--- src/rtl/multicore_out_collector_pkg.sv ---
// Shared multicore constants and the output FIFO entry type.
// Imported by the collector top, its interface, and the bench.
// Optional overrun counter is enabled by COLLECT_OVR_CNT_EN (see top).
package multicore_defs;

  localparam int N_CORES    = 57;
  localparam int DATA_W     = 28;
  localparam int EN_W       = 4;
  localparam int ID_W       = 6;
  localparam int FIFO_DEPTH = 16;
  localparam int LVL_W      = $clog2(FIFO_DEPTH) + 1;
  localparam int PTR_W      = $clog2(FIFO_DEPTH);

  // Only this exact out_en code means "result ready"; every other code is ignored.
  localparam logic [EN_W-1:0] EN_VALID = 4'd1;

  typedef struct packed {
    logic signed [DATA_W-1:0] data;
    logic [ID_W-1:0]          id;
  } fifo_ent_t;

  // Saturating add used by the drop counter; several cores can drop on one edge.
  function automatic logic [15:0] sat_add16(input logic [15:0] a, input logic [6:0] b);
    logic [16:0] s;
    s = {1'b0, a} + {10'd0, b};
    return s[16] ? 16'hFFFF : s[15:0];
  endfunction

endpackage

--- src/rtl/multicore_out_collector_if.sv ---
// Output sample stream of the collector: valid/ready with data and core id.
// master = collector side, slave = consumer side.
// No storage here; timing is set by the collector's registered head.
interface multicore_out_collector_if;
  import multicore_defs::*;

  logic                     out_valid;
  logic                     out_ready;
  logic signed [DATA_W-1:0] out_data;
  logic [ID_W-1:0]          out_id;

  modport master (output out_valid, output out_data, output out_id, input out_ready);
  modport slave  (input out_valid, input out_data, input out_id, output out_ready);

endinterface

--- src/rtl/multicore_out_collector_rr_arbiter.sv ---
// Round-robin arbiter: grants the lowest requester at or above the pointer, else wraps.
// Combinational grant, pointer advances past the winner on the next edge.
// enable low suppresses the grant and freezes the pointer.
module rr_arbiter #(
  parameter int N  = 4,
  parameter int IW = $clog2(N)
) (
  input  logic          clk,
  input  logic          rst,
  input  logic [N-1:0]  req,
  input  logic          enable,
  output logic          gnt_valid,
  output logic [IW-1:0] gnt_idx
);

  logic [IW-1:0] ptr_q, ptr_d;
  logic [IW-1:0] hi_idx, lo_idx;
  logic          hi_found;

  // Scan downwards so the last hit kept is the lowest index in each range.
  always_comb begin
    hi_idx   = '0;
    lo_idx   = '0;
    hi_found = 1'b0;
    for (int i = N - 1; i >= 0; i--) begin
      if (req[i]) begin
        lo_idx = IW'(i);
        if (IW'(i) >= ptr_q) begin
          hi_idx   = IW'(i);
          hi_found = 1'b1;
        end
      end
    end
    gnt_idx   = hi_found ? hi_idx : lo_idx;
    gnt_valid = enable && (|req);
    ptr_d     = ptr_q;
    if (gnt_valid) ptr_d = (gnt_idx == IW'(N - 1)) ? '0 : gnt_idx + IW'(1);
  end

  // Pointer register.
  always_ff @(posedge clk or posedge rst) begin
    if (rst) ptr_q <= '0;
    else     ptr_q <= ptr_d;
  end

endmodule

--- src/rtl/multicore_out_collector.sv ---
// Collects per-core results (out_en==1) into one round-robin ordered, FIFO-buffered stream.
// Latency: capture edge k -> FIFO write at k+1 -> out_valid after k+1 (2 cycles minimum).
// Full FIFO stalls grants; captures on still-pending cores are dropped and flagged.
// Define COLLECT_OVR_CNT_EN to add the 16-bit saturating ovr_cnt output.
module multicore_out_collector
  import multicore_defs::*;
(
  input  logic                       clk,
  input  logic                       rst,
  input  logic [N_CORES*DATA_W-1:0]  io_out_bus,
  input  logic [N_CORES*EN_W-1:0]    out_en_bus,
  multicore_out_collector_if.master  out_if,
  output logic [LVL_W-1:0]           fifo_level,
`ifdef COLLECT_OVR_CNT_EN
  output logic [15:0]                ovr_cnt,
`endif
  output logic                       ovr_flag
);

  logic [N_CORES-1:0] pending_q, pending_d, drop;
  logic [DATA_W-1:0]  hold_q [N_CORES];
  logic [DATA_W-1:0]  hold_d [N_CORES];

  fifo_ent_t          mem_q [FIFO_DEPTH];
  fifo_ent_t          mem_d [FIFO_DEPTH];
  fifo_ent_t          head_q, head_d, push_ent;
  logic [PTR_W-1:0]   wr_ptr_q, wr_ptr_d, rd_ptr_q, rd_ptr_d;
  logic [LVL_W-1:0]   count_q, count_d;
  logic               ovr_flag_q, ovr_flag_d;

  logic               pop, full, arb_en, gnt_valid;
  logic [ID_W-1:0]    gnt_idx;

  assign pop      = (count_q != '0) && out_if.out_ready;
  assign full     = (count_q == LVL_W'(FIFO_DEPTH));
  // A slot freed by this cycle's pop may be refilled on the same edge.
  assign arb_en   = !full || pop;
  assign push_ent = '{data: hold_q[gnt_idx], id: gnt_idx};

  rr_arbiter #(.N(N_CORES), .IW(ID_W)) u_arb (
    .clk       (clk),
    .rst       (rst),
    .req       (pending_q),
    .enable    (arb_en),
    .gnt_valid (gnt_valid),
    .gnt_idx   (gnt_idx)
  );

  // Capture: granted core is released first, so a same-edge capture on it reloads cleanly.
  always_comb begin
    pending_d = pending_q;
    hold_d    = hold_q;
    drop      = '0;
    if (gnt_valid) pending_d[gnt_idx] = 1'b0;
    for (int i = 0; i < N_CORES; i++) begin
      if (out_en_bus[i*EN_W +: EN_W] == EN_VALID) begin
        if (pending_d[i]) begin
          drop[i] = 1'b1;
        end else begin
          pending_d[i] = 1'b1;
          hold_d[i]    = io_out_bus[i*DATA_W +: DATA_W];
        end
      end
    end
  end

  // FIFO pointers/storage and the registered head that feeds the outputs.
  always_comb begin
    mem_d    = mem_q;
    wr_ptr_d = wr_ptr_q;
    rd_ptr_d = rd_ptr_q;
    head_d   = head_q;
    if (gnt_valid) begin
      mem_d[wr_ptr_q] = push_ent;
      wr_ptr_d        = wr_ptr_q + PTR_W'(1);
    end
    if (pop) rd_ptr_d = rd_ptr_q + PTR_W'(1);
    count_d = count_q + LVL_W'(gnt_valid) - LVL_W'(pop);
    if (pop) begin
      if (count_q > LVL_W'(1))  head_d = mem_q[rd_ptr_q + PTR_W'(1)];
      else if (gnt_valid)       head_d = push_ent;
    end else if (count_q == '0 && gnt_valid) begin
      head_d = push_ent;
    end
  end

  // Sticky overrun flag.
  always_comb begin
    ovr_flag_d = ovr_flag_q | (|drop);
  end

  // Collector state registers.
  always_ff @(posedge clk or posedge rst) begin
    if (rst) begin
      pending_q  <= '0;
      wr_ptr_q   <= '0;
      rd_ptr_q   <= '0;
      count_q    <= '0;
      head_q     <= '0;
      ovr_flag_q <= 1'b0;
      for (int i = 0; i < N_CORES; i++)    hold_q[i] <= '0;
      for (int j = 0; j < FIFO_DEPTH; j++) mem_q[j]  <= '0;
    end else begin
      pending_q  <= pending_d;
      wr_ptr_q   <= wr_ptr_d;
      rd_ptr_q   <= rd_ptr_d;
      count_q    <= count_d;
      head_q     <= head_d;
      ovr_flag_q <= ovr_flag_d;
      hold_q     <= hold_d;
      mem_q      <= mem_d;
    end
  end

`ifdef COLLECT_OVR_CNT_EN
  logic [15:0] ovr_cnt_q, ovr_cnt_d;

  // Count every dropped sample, including several cores on one edge.
  always_comb begin
    ovr_cnt_d = sat_add16(ovr_cnt_q, 7'($countones(drop)));
  end

  // Drop counter register.
  always_ff @(posedge clk or posedge rst) begin
    if (rst) ovr_cnt_q <= '0;
    else     ovr_cnt_q <= ovr_cnt_d;
  end

  assign ovr_cnt = ovr_cnt_q;
`endif

  assign out_if.out_valid = (count_q != '0);
  assign out_if.out_data  = head_q.data;
  assign out_if.out_id    = head_q.id;
  assign fifo_level       = count_q;
  assign ovr_flag         = ovr_flag_q;

endmodule

--- src/flat_wrapper.sv ---
// flat-port wrapper written by rule: the top's interface ports become plain ports
module multicore_out_collector_flat import multicore_defs::*;
  (clk, rst, io_out_bus, out_en_bus, fifo_level, ovr_flag, out_if_out_valid, out_if_out_data, out_if_out_id, out_if_out_ready);
  multicore_out_collector_if out_if_i ();
  input  logic clk;
  input  logic rst;
  input  logic [N_CORES*DATA_W-1:0] io_out_bus;
  input  logic [N_CORES*EN_W-1:0] out_en_bus;
  output logic [LVL_W-1:0] fifo_level;
  output logic ovr_flag;
  output wire logic [$bits(out_if_i.out_valid)-1:0] out_if_out_valid;
  output wire logic [$bits(out_if_i.out_data)-1:0] out_if_out_data;
  output wire logic [$bits(out_if_i.out_id)-1:0] out_if_out_id;
  input wire logic [$bits(out_if_i.out_ready)-1:0] out_if_out_ready;
  assign out_if_out_valid = out_if_i.out_valid;
  assign out_if_out_data = out_if_i.out_data;
  assign out_if_out_id = out_if_i.out_id;
  assign out_if_i.out_ready = out_if_out_ready;
  multicore_out_collector u_core (.clk(clk), .rst(rst), .io_out_bus(io_out_bus), .out_en_bus(out_en_bus), .out_if(out_if_i), .fifo_level(fifo_level), .ovr_flag(ovr_flag));
endmodule
--- config.mk ---
export PLATFORM = sky130hd
export DESIGN_NAME = multicore_out_collector_flat
export DESIGN_NICKNAME = d
export VERILOG_FILES = /design/src/rtl/multicore_out_collector_pkg.sv /design/src/rtl/multicore_out_collector_if.sv /design/src/rtl/multicore_out_collector_rr_arbiter.sv /design/src/rtl/multicore_out_collector.sv /design/src/flat_wrapper.sv
export SDC_FILE = /design/constraint.sdc
export NUM_CORES = 2
export LEC_CHECK = 0
export ABC_AREA = 1
export ABC_CLOCK_PERIOD_IN_PS = 185400
export BUFFER_PORTS_ARGS = -buffer_cell sky130_fd_sc_hd__buf_2
export CAP_MARGIN = 10
export CELL_PAD_IN_SITES_DETAIL_PLACEMENT = 1
export CELL_PAD_IN_SITES_GLOBAL_PLACEMENT = 1
export CORE_AREA = 3 3 732 734
export DETAILED_ROUTE_END_ITERATION = 7
export DIE_AREA = 0 0 735 737
export PLACE_DENSITY = 0.42
export SLEW_MARGIN = 25
export SYNTH_ARGS = -nofsm -noshare
export SYNTH_HDL_FRONTEND = slang
export SYNTH_SLANG_ARGS = --single-unit
--- constraint.sdc ---
create_clock -name clk -period 185.4 [get_ports clk]
set_input_delay 18.54 -clock clk [delete_from_list [all_inputs] [get_ports clk]]
set_output_delay 18.54 -clock clk [all_outputs]
set_load 0.05 [all_outputs]
After elaboration in Yosys (flattened, before gate mapping)
Cells that the tools add are included.
W data, S select, Z words.
{ "classes": {"n_eq_ne": 60, "mux": 474, "reduce_logical": 70, "n_lt_le_gt_ge": 64, "div": 0, "addsub": 5, "shifts": 0, "bitwise_logic": 63, "n_mul": 0} }
{ "ops": {"columns": ["op", "n"], "rows": [
  ["$mux W6", 173],
  ["$bwmux W544", 1],
  ["$mux W1", 286],
  ["$mux W34", 7],
  ["$eq A4 B1 Y1 const B", 57],
  ["$bmux W28 S6", 1],
  ["$ge A6 B6 Y1 const A", 25],
  ["$bmux W34 S4", 1],
  ["$demux W34 S4", 1],
  ["$reduce_and A2 Y1", 58],
  ["$reduce_or A57 Y1", 2],
  ["$ge A5 B6 Y1 const A", 16],
  ["$and A57 B57 Y57", 1],
  ["$mux W57", 1],
  ["$not A1 Y1", 57],
  ["$not A57 Y57", 1],
  ["$mux W28", 2],
  ["$ge A4 B6 Y1 const A", 8],
  ["$ge A3 B6 Y1 const A", 4],
  ["$ge A1 B6 Y1 const A", 2],
  ["$ge A2 B6 Y1 const A", 2],
  ["$ge A5 B5 Y1 const B", 2],
  ["$not A4 Y5", 2],
  ["$add A4 B1 Y4 const B", 2],
  ["other kinds (20)", 24]
]} }
{ "totals": {"regBits": 2251, "ramBits": 0, "rom_bits": 0, "inputBits": 1827, "elab_cells": 833, "output_inout_bits": 41, "memories": 0, "latch_bits": 0} }

Depth between registers and ports, before layout
{ "depth": {"word_depth": 127, "depth_mapped": 75, "depth_no_buf": 73} }

Modules after synthesis
From an unflattened synthesis, not the netlist that was laid out.
{ "unflattened": {"cells_unflattened": 14172, "area_unflattened_um2": 109361.1} }
{ "modules_own_cells": {"columns": ["module", "seq_area_each_um2", "area_per_inst_um2", "instances", "cells_per_inst"], "rows": [
  ["multicore_out_collector", 56178.9, 106792.4, 1, 13616],
  ["rr_arbiter", 150.1, 2568.7, 1, 556]
]} }

Worst setup path after synthesis
Ideal clock, no wire load.
{ "synth_timing": {"path_type": "input to register", "startpoint": "in out_if_out_ready", "endpoint": "reg u_core.hold_q[868] (netlist name)", "arrival_ns": 20.324, "setup_time_ns": 0.128, "path_buffers": 1, "t_required_ns": 185.272, "cell_stages": 9, "slack_ns": 164.948, "path_cell_list": "nand2_1 -> nand2_1 -> nand2_1 -> clkinv_1 -> nand3_1 -> o21ai_1 -> nand2_1 -> buf_2 -> mux2_1"} }
{ "synth_between": {"elab_chain_cells": 6} }
{ "synth_lines": {"columns": ["item", "line_no", "rtl"], "rows": [
  ["start: declaration", "flat_wrapper.sv:14", "input wire logic [$bits(out_if_i.out_ready)-1:0] out_if_out_ready;"],
  ["$logic_and A1 B1 Y1", "multicore_out_collector.sv:34", "assign pop = (count_q != '0) && out_if.out_ready;"],
  ["$logic_or A1 B1 Y1", "multicore_out_collector.sv:37", "assign arb_en = !full || pop;"],
  ["$logic_and A1 B1 Y1", "multicore_out_collector_rr_arbiter.sv:35", "gnt_valid = enable && (|req);"],
  ["$mux W57", "multicore_out_collector.sv:54", "if (gnt_valid) pending_d[gnt_idx] = 1'b0;"],
  ["$not A1 Y1 (no line)", null, null],
  ["$reduce_and A2 Y1 (no line)", null, null],
  ["end signal: assignment", "multicore_out_collector.sv:110", "hold_q <= hold_d;"],
  ["end: declaration", "multicore_out_collector.sv:21", "logic [DATA_W-1:0] hold_q [N_CORES];"]
]} }
No other way between the ends.
A chain may end at the register's enable or synchronous reset.

==> results.toml <==
[grt]
antenna_found_initial = 609
grt_pass1_wl_um = 944300
grt_start_max_net_pins = 147
overflow = 0
first_global_vias = 99290
track_usage_pct = 25.74

[clock_tree]
cts-buffers-inserted = 310
cts.sinks = 2251
post_cts_buffers = 0
cts.path.max_buffers = 4
cts_resized = 0
cts_tree = "built"
root_buffer = "clkbuf_16"
cts_hold_buf = 0
clk_pin_slew_ns = 0.06
htreeDepth = 5
clk-insertion-delay-late_ns = 0.97

[placement]
hpwl_um = 533500
globalplace.congestion = 0.8401
portBuffers = 1867
dpl_cell_area_mm2 = 0.1253
place_inst = 19920

[critical_path]
crit_path_max_fanout = 125
end_kind = "asynchronous set/reset pin"
criticalPathCategory = "primary input to asynchronous set/reset pin"
cp_data_arrival_time_ns = 22.71
worst_setup_path_start_kind = "primary input"
worstPathRequired_ns = 186.38

[cells_and_area]
nets = 15080
layout-drive-gt1-share_pct = 28.68
area_growth_pct = 25.97
design_area_mm2 = 0.1364
stdcell_count = 20730

[drt]
wire_per_inst_um = 34.90
drt-pass1-iter-count = 5
drt_iter0_markers = 7551
routed_wirelength_um = 723700
ant_nets = 0
vias = 98830
via_per_inst = 4.766
drcViolationCount = 0

[synth]
async_flop_share_pct = 100.0
synth.top_cell.area_share_pct = 52.01
syn-instance-count = 11690
yosys_warnings = 0
yosys_register_bits = 2251
yosysMostFrequentCell = "dfrtp_1"
syn_area_mm2 = 0.1083
synth_area_per_cell_um2 = 9.268
synth_nets = 13530
ys_seq_area_share_pct = 52.01
yosys_most_used_dff = "dfrtp_1"
synth_edf_count = 0
ys_top_cells_by_area = "dfrtp_1 52%, mux2_2 11%, nand2_1 6.2%"
synthDistinctLibCells = 46
synth_top_area_cell = "dfrtp_1"
yosys-top-cells-count = "2251 x dfrtp_1, 1779 x nand2_1, 1324 x nor2_1, 1049 x mux2_2, 1033 x nand3_1"

[timing]
setup_viol = 0
final.setup_skew_ns = 0.1013
fmax_mhz = 46.00
finalMaxSlewViolations = 0
slew_headroom_pct = 23.21
post-route-period-util_pct = 11.72
worst_slew_pin_slew_ns = 1.148
hold_violations = 0
rsz0062_at_grt = "no"
period_minus_slack_ns = 21.74
final.setup.tns_ns = 0
hold_ws_ns = 0.4744

[die]
die_area_mm2 = 0.5417
rows = 267
die_width_um = 735
io_pins = 1868
core-area_mm2 = 0.5292
start_util_pct = 20.47
die_h_um = 737

[run_status]
status = "completed"

[min_path]
min_path_type = "flip-flop to flip-flop"

[job]
maxCapViolCount = 0
[metal layers]
metal	GRT usage (%)	share of wire, %	vias up
met4	10.11	4.0	268
met5	0	0.25	-
met1	32.82	42	50860
li1	-	-	43070
met2	42.08	47	3339
met3	5.953	6.4	1296
[worst paths after layout]
path | to | cells after the start | slack (ns) | start
worst min register to register | u_core.out_if.out_data[21] | 2 | 0.47 | u_core.out_if.out_data[21]
max in group clk | u_core.hold_q[1359] | 10 | 163.82 | out_if_out_ready
worst max register to register | u_core.out_if.out_data[15] | 41 | 174.68 | u_core.u_arb.ptr_q[1]
worst min-delay path | u_core.out_if.out_data[21] | 2 | 0.47 | u_core.out_if.out_data[21]
min in group asynchronous | u_core.fifo_level[2] | 2 | 17.65 | rst
worst max-delay path | u_core.hold_q[1045] | 7 | 163.66 | rst
[state kept, by name (all words and copies together) (netlist names)]
name and cells:
u_core.rd_ptr_q 4, u_core.out_if.out_data 28, u_core.wr_ptr_q 4, u_core.mem_q 544, u_core.out_if.out_id 6, u_core.fifo_level 5
u_core.hold_q 1596, u_core.ovr_flag 1, u_core.u_arb.ptr_q 6, u_core.pending_q 57
[metrics by stage]
step           setup WS [ns]  utilization (%)
2_1_floorplan         103.26                -
3_3_place_gp          162.42            23.66
3_5_place_dp          162.38            23.69
4_1_cts               163.45            25.66
5_1_grt               163.17            25.74
6_report              163.66            25.78
[final cells by class]
class | instances | area, um^2
Fill cell | 61610 | 392700
Timing Repair Buffer | 2103 | 11390
Inverter | 725 | 2760
Antenna cell | 247 | 618.1
Clock buffer | 481 | 9364
Tap cell | 6994 | 8751
Clock inverter | 84 | 1069
Multi-Input combinational cell | 7849 | 46150
Sequential cell | 2251 | 56330
[placed cells by master, fill, tap and decap left out, types with 208 or more instances in the layout]
cell type,n
a21oi_1,387
buf_2,1867
buf_4,215
clkbuf_16,313
dfrtp_1,2250
diode_2,247
inv_1,692
mux2_1,208
mux2_2,1049
nand2_1,1725
nand3_1,1030
nand4_1,522
nor2_1,1315
o21ai_0,738
o21ai_1,316
[critical path, cell delays in order]
cell    delay (ns)
buf_2         0.14
inv_8         0.31
buf_4         0.70
buf_4         0.61
buf_4         0.60
buf_4         0.70
buf_12        0.56
[logic make-up after synthesis]
group | count (synthesis) | synth area share [%]
buf+inv | 1586 | 6.116
compound gates | 1628 | 8.089
mux | 1257 | 13.07
xor+xnor | 11 | 0.08896
flops | 2251 | 52.01
fa+ha+maj | 16 | 0.1918
simple gates | 4937 | 20.44
Power is not shown: default switching activity piles up to over one toggle a cycle in this logic, so the estimate is an artifact.
